[src/rtl/game_controller_if.sv]
// Status flags and control strobes shared by the game controller and the Datapath.
// The controller takes the master side. The Datapath takes the slave side.
interface game_controller_if;
  logic end_FPGA;
  logic end_User;
  logic end_time;
  logic win;
  logic match;
  logic R1;
  logic R2;
  logic E1;
  logic E2;
  logic E3;
  logic E4;
  logic SEL;

  modport master (
    input  end_FPGA, end_User, end_time, win, match,
    output R1, R2, E1, E2, E3, E4, SEL
  );

  modport slave (
    output end_FPGA, end_User, end_time, win, match,
    input  R1, R2, E1, E2, E3, E4, SEL
  );
endinterface

[src/rtl/game_controller.sv]
// Memory-game sequencer: setup, FPGA playback, then timed user entry. It drives the Datapath
// strobes, generates the game tick, and turns the ENTER key into one pulse per press.
module game_controller #(
  parameter int unsigned TICK_CYCLES = 50_000_000,
  parameter int unsigned SYNC_STAGES = 2
) (
  input  logic          CLOCK_50,
  input  logic          RESET,
  input  logic          ENTER_N,
  game_controller_if.master bus
);

  localparam int unsigned CntW = (TICK_CYCLES > 1) ? $clog2(TICK_CYCLES) : 1;

  typedef enum logic [2:0] {
    StInit,
    StSetup,
    StSeq,
    StPlay,
    StCheck,
    StNext,
    StResult
  } state_e;

  state_e               state_q, state_d;
  logic [CntW-1:0]      tick_cnt_q;
  logic [SYNC_STAGES-1:0] sync_q;
  logic                 enter_prev_q;
  logic                 enter_pulse_q;
  logic                 tick;

  logic r1, r2, e1, e2, e3, e4, sel;

  // The key idles high, so the chain resets to 1s. A press is seen only on a falling edge.
  always_ff @(posedge CLOCK_50 or posedge RESET) begin
    if (RESET) begin
      sync_q        <= '1;
      enter_prev_q  <= 1'b1;
      enter_pulse_q <= 1'b0;
    end else begin
      sync_q        <= {sync_q[SYNC_STAGES-2:0], ENTER_N};
      enter_prev_q  <= sync_q[SYNC_STAGES-1];
      enter_pulse_q <= enter_prev_q & ~sync_q[SYNC_STAGES-1];
    end
  end

  assign tick = (tick_cnt_q == CntW'(TICK_CYCLES - 1));

  // Restart the tick period on every state change. The first tick then falls a full period
  // after entry.
  always_ff @(posedge CLOCK_50 or posedge RESET) begin
    if (RESET) begin
      tick_cnt_q <= '0;
    end else if ((state_d != state_q) || tick) begin
      tick_cnt_q <= '0;
    end else begin
      tick_cnt_q <= tick_cnt_q + CntW'(1);
    end
  end

  always_ff @(posedge CLOCK_50 or posedge RESET) begin
    if (RESET) begin
      state_q <= StInit;
    end else begin
      state_q <= state_d;
    end
  end

  always_comb begin
    state_d = state_q;
    r1      = 1'b0;
    r2      = 1'b0;
    e1      = 1'b0;
    e2      = 1'b0;
    e3      = 1'b0;
    e4      = 1'b0;
    sel     = 1'b0;
    case (state_q)
      StInit: begin
        r1      = 1'b1;
        r2      = 1'b1;
        state_d = StSetup;
      end
      StSetup: begin
        if (enter_pulse_q) begin
          e1      = 1'b1;
          r2      = 1'b1;
          state_d = StSeq;
        end
      end
      StSeq: begin
        if (tick) begin
          if (bus.end_FPGA) begin
            r2      = 1'b1;
            state_d = StPlay;
          end else begin
            e3 = 1'b1;
          end
        end
      end
      StPlay: begin
        e2 = tick;
        // A timeout wins over a key press in the same cycle, so that entry is not captured.
        if (bus.end_time) begin
          state_d = StResult;
        end else if (enter_pulse_q) begin
          e4      = 1'b1;
          state_d = StCheck;
        end
      end
      StCheck: begin
        if (!bus.match) begin
          state_d = StResult;
        end else if (bus.end_User) begin
          state_d = StNext;
        end else begin
          state_d = StPlay;
        end
      end
      StNext: begin
        if (bus.win) begin
          state_d = StResult;
        end else begin
          e1      = 1'b1;
          r2      = 1'b1;
          state_d = StSeq;
        end
      end
      StResult: begin
        sel = 1'b1;
        if (enter_pulse_q) begin
          state_d = StInit;
        end
      end
      default: state_d = StInit;
    endcase
  end

  assign bus.R1  = r1;
  assign bus.R2  = r2;
  assign bus.E1  = e1;
  assign bus.E2  = e2;
  assign bus.E3  = e3;
  assign bus.E4  = e4;
  assign bus.SEL = sel;

endmodule

[src/flat_wrapper.sv]
// flat-port wrapper written by rule: the top's interface ports become plain ports
module game_controller_flat 
#(
  parameter int unsigned TICK_CYCLES = 50_000_000,
  parameter int unsigned SYNC_STAGES = 2
)
  (CLOCK_50, RESET, ENTER_N, bus_end_FPGA, bus_end_User, bus_end_time, bus_win, bus_match, bus_R1, bus_R2, bus_E1, bus_E2, bus_E3, bus_E4, bus_SEL);
  game_controller_if bus_i ();
  input  logic CLOCK_50;
  input  logic RESET;
  input  logic ENTER_N;
  input wire logic [$bits(bus_i.end_FPGA)-1:0] bus_end_FPGA;
  input wire logic [$bits(bus_i.end_User)-1:0] bus_end_User;
  input wire logic [$bits(bus_i.end_time)-1:0] bus_end_time;
  input wire logic [$bits(bus_i.win)-1:0] bus_win;
  input wire logic [$bits(bus_i.match)-1:0] bus_match;
  output wire logic [$bits(bus_i.R1)-1:0] bus_R1;
  output wire logic [$bits(bus_i.R2)-1:0] bus_R2;
  output wire logic [$bits(bus_i.E1)-1:0] bus_E1;
  output wire logic [$bits(bus_i.E2)-1:0] bus_E2;
  output wire logic [$bits(bus_i.E3)-1:0] bus_E3;
  output wire logic [$bits(bus_i.E4)-1:0] bus_E4;
  output wire logic [$bits(bus_i.SEL)-1:0] bus_SEL;
  assign bus_i.end_FPGA = bus_end_FPGA;
  assign bus_i.end_User = bus_end_User;
  assign bus_i.end_time = bus_end_time;
  assign bus_i.win = bus_win;
  assign bus_i.match = bus_match;
  assign bus_R1 = bus_i.R1;
  assign bus_R2 = bus_i.R2;
  assign bus_E1 = bus_i.E1;
  assign bus_E2 = bus_i.E2;
  assign bus_E3 = bus_i.E3;
  assign bus_E4 = bus_i.E4;
  assign bus_SEL = bus_i.SEL;
  game_controller #(.TICK_CYCLES(TICK_CYCLES), .SYNC_STAGES(SYNC_STAGES)) u_core (.CLOCK_50(CLOCK_50), .RESET(RESET), .ENTER_N(ENTER_N), .bus(bus_i));
endmodule
[config.mk]
export PLATFORM = sky130hd
export DESIGN_NAME = game_controller_flat
export DESIGN_NICKNAME = d
export VERILOG_FILES = /design/src/rtl/game_controller_if.sv /design/src/rtl/game_controller.sv /design/src/flat_wrapper.sv
export SDC_FILE = /design/constraint.sdc
export NUM_CORES = 1
export LEC_CHECK = 0
export CAP_MARGIN = 30
export CORE_MARGIN = 3
export CORE_UTILIZATION = 45
export CTS_CLUSTER_DIAMETER = 40
export DETAILED_ROUTE_END_ITERATION = 12
export PLACE_DENSITY = 0.61
export SYNTH_ARGS = -nofsm -noshare
export SYNTH_HDL_FRONTEND = slang
export SYNTH_SLANG_ARGS = --single-unit
[constraint.sdc]
create_clock -name CLOCK_50 -period 3.42 [get_ports CLOCK_50]
set_input_delay 0.513 -clock CLOCK_50 [delete_from_list [all_inputs] [get_ports CLOCK_50]]
set_output_delay 0.513 -clock CLOCK_50 [all_outputs]
set_load 0.01 [all_outputs]
==> flow_summary.toml <==
[drt]
viasPerCell = 5.30
routed_wl_um = 3430
ant_nets = 0
drtIter0Drc = 100
drtPass1Iterations = 5
drc_errors = 0
post_drt_wl_per_cell_um = 13.8
via_count = 1320

[sta]
rsz0062_at_grt = "no"
post-route-min-period_ns = 3.04
max_freq_mhz = 329
relSlewSlack = 0.582
finClkSkew_ns = 0.00851
finalHoldViolations = 0
maxSlewViolCount = 0
tns_ns = 0
final-setup-viol-count = 0
period_share = 0.888
worst_pin_slew_ns = 0.612

[worst_setup_path]
r2r_end = "u_core.tick_cnt_q[3]"
path_delay_family = "simple AND/OR/NAND/NOR gates"
reg2regPathDepth = 5
path_max_fanout = 6
cp.depth = 6
r2r_start = "u_core.state_q[0]"
worst_setup_path_start_kind = "flip-flop"
critical_path_class = "flip-flop to primary output"
crit_chain = "ha_1 -> nand3_1 -> nor2_1 -> nand4_1 -> o41ai_1 -> clkdlybuf4s50_1"
worstPathBufferInverterCount = 1
cpPeakStageDelay_ns = 0.61
cp.required_ns = 2.91
r2r_setup_slack_ns = 1.28
crit_arrival_ns = 2.52
crit_slowest_cell = "clkdlybuf4s50_1"
worstSetupEndpointType = "primary output"

[final_layout]
instances_no_fill = 249
design_area_um2 = 2120
area_growth_pct = 15.3
layout.nets = 209
antenna_cells = 0
drive_above_1_share = 0.199
final_util = 0.557

[clock_network]
hold_buffers = 0
clock_latency_ns = 0.29
clk_pin_slew_ns = 0.07
clockBufferDepth = 2
cts_buffers = 5
cts_root_buffer = "clkbuf_8"
h-tree-depth = 2
postCtsSetupRepairBufs = 0
cts.repair.resized = 0
cts_tree = "done"
clkSinkCount = 33

[floorplan]
rows = 22
io_pins = 15
die-area_um2 = 4880
die_h_um = 69.9
fp.coreArea_um2 = 3800
initial_core_util = 0.484
dieWidth_um = 69.9

[power_and_ir_drop]
total_power_mw = 1.24
p_leak_nw = 0.876
worst_ir_drop_vdd_v = 0.000341
power.density_nw_per_um2 = 584

[logic_synthesis]
ys.flop_type = "dfrtp_1"
async_flop_share = 1.00
synth_seq_cells = 33
synthesis.area_um2 = 1840
syn_inst = 185
synthesis.nets = 194
synth-seq-area-share = 0.452
synth-edff-count = 0
synth_cell_types = 38
post_synth.cell_area_avg_um2 = 9.93
yosysWarnings = 0

[placement]
portBuffers = 14
place_area_um2 = 2000
dp_hpwl_um = 2580
place_congestion = 0.791
dp.cells = 241

[global_route]
grt_pass1_vias = 1348
grt.overflow.total = 0
grtUsageTotal = 0.162
antenna_found_initial = 0
grt_pass1_wl_um = 6290
grt_max_degree = 25

[flow_run]
maxCapViolCount = 0

[min_path]
hp-class = "flip-flop to flip-flop"
hold_start = "u_core.sync_q[0]"
holdPathStages = 0
min_to = "u_core.sync_q[1]"

[status]
status = "completed"
==> cell families (layout without fill, tap and decap cells) <==
family                   after synthesis  in the layout  synth area share
AND/OR/NAND/NOR                       95             95             0.305
flip-flops                            33             33             0.452
XOR/XNOR                              24             24             0.114
AO/OA/AOI/OAI                         18             18            0.0811
buffers and inverters                 13             29            0.0361
adder cells (fa/ha/maj)                1              1           0.00681
multiplexers                           1              1           0.00545
==> flip-flops by register name (all words and copies together), names as in the netlist <==
name and count:
u_core.sync_q 2, u_core.enter_pulse_q 1, u_core.tick_cnt_q 26, u_core.state_q 3, u_core.enter_prev_q 1
==> layer usage <==
metal  part of all wire  track usage  vias up
li1                   -            -      668
met3              0.024       0.0446        7
met2               0.45        0.243       18
met1               0.51        0.217      627
met4              0.018       0.0745        0
met5                  0            0        -
==> cell usage in the layout (no fill, tap or decap), types with 5 or more instances in the layout <==
cell / n
nand4_1: 5
clkdlybuf4s50_1: 14
a21oi_1: 5
nor2_2: 20
dfrtp_1: 30
xnor2_1: 6
clkbuf_8: 6
nand2_1: 13
xor2_1: 18
nor2_1: 16
nand3_1: 12
inv_1: 6
==> cells in the mapped netlist (2+ instances only) <==
master / number / area share
or2_2: 2 / 0.0068
dfrtp_1: 30 / 0.41
nand2b_1: 4 / 0.014
o41ai_1: 2 / 0.0095
nor2_1: 16 / 0.033
buf_6: 2 / 0.012
dfstp_2: 3 / 0.043
clkbuf_1: 3 / 0.0061
nand2_1: 13 / 0.027
a21oi_1: 5 / 0.014
xnor2_1: 6 / 0.029
nor3_1: 4 / 0.011
nand3_1: 12 / 0.033
a21o_1: 2 / 0.0082
nor4_2: 2 / 0.014
nand4_1: 5 / 0.017
and3_1: 4 / 0.014
and4_1: 3 / 0.014
nor2_2: 20 / 0.068
inv_1: 6 / 0.012
nor2b_1: 3 / 0.010
o21ai_0: 3 / 0.0082
nor4b_1: 2 / 0.0095
xor2_1: 18 / 0.086
buf_2: 2 / 0.0054
==> cell type report <==
class | instances | area (µm²)
flip-flops and latches | 33 | 830
repair buffers | 15 | 148
clock inverters | 1 | 30.0
well taps | 48 | 60.1
inverters | 6 | 22.5
multi-input cells | 139 | 941
clock buffers | 7 | 86.3
fillers | 341 | 1680
==> worst max path at each step <==
| stage | from | to |
|---|---|---|
| global route | u_core.tick_cnt_q[0] | bus_R2 |
| finish | u_core.tick_cnt_q[0] | bus_R2 |
| floorplan | u_core.tick_cnt_q[0] | bus_R2 |
| global placement | bus_win | bus_R2 |
| detailed placement | bus_win | bus_R2 |
| CTS | u_core.tick_cnt_q[0] | bus_R2 |
==> per-stage QoR <==
stage	hold slack [ns]	worst slack, ns
6_report	0.364	0.383
5_1_grt	0.369	0.129
4_1_cts	0.366	0.348
3_5_place_dp	0.353	0.594
3_3_place_gp	0.348	0.725
2_1_floorplan	0.345	1.23
==> where the power goes <==
part           internal [mW]  switching [mW]  total [mW]
Combinational          0.133           0.240       0.373
Clock                  0.237           0.136       0.374
Sequential             0.421          0.0692       0.490
Total                  0.791           0.446        1.24
No activity file was read; power rests on OpenSTA's default activity.
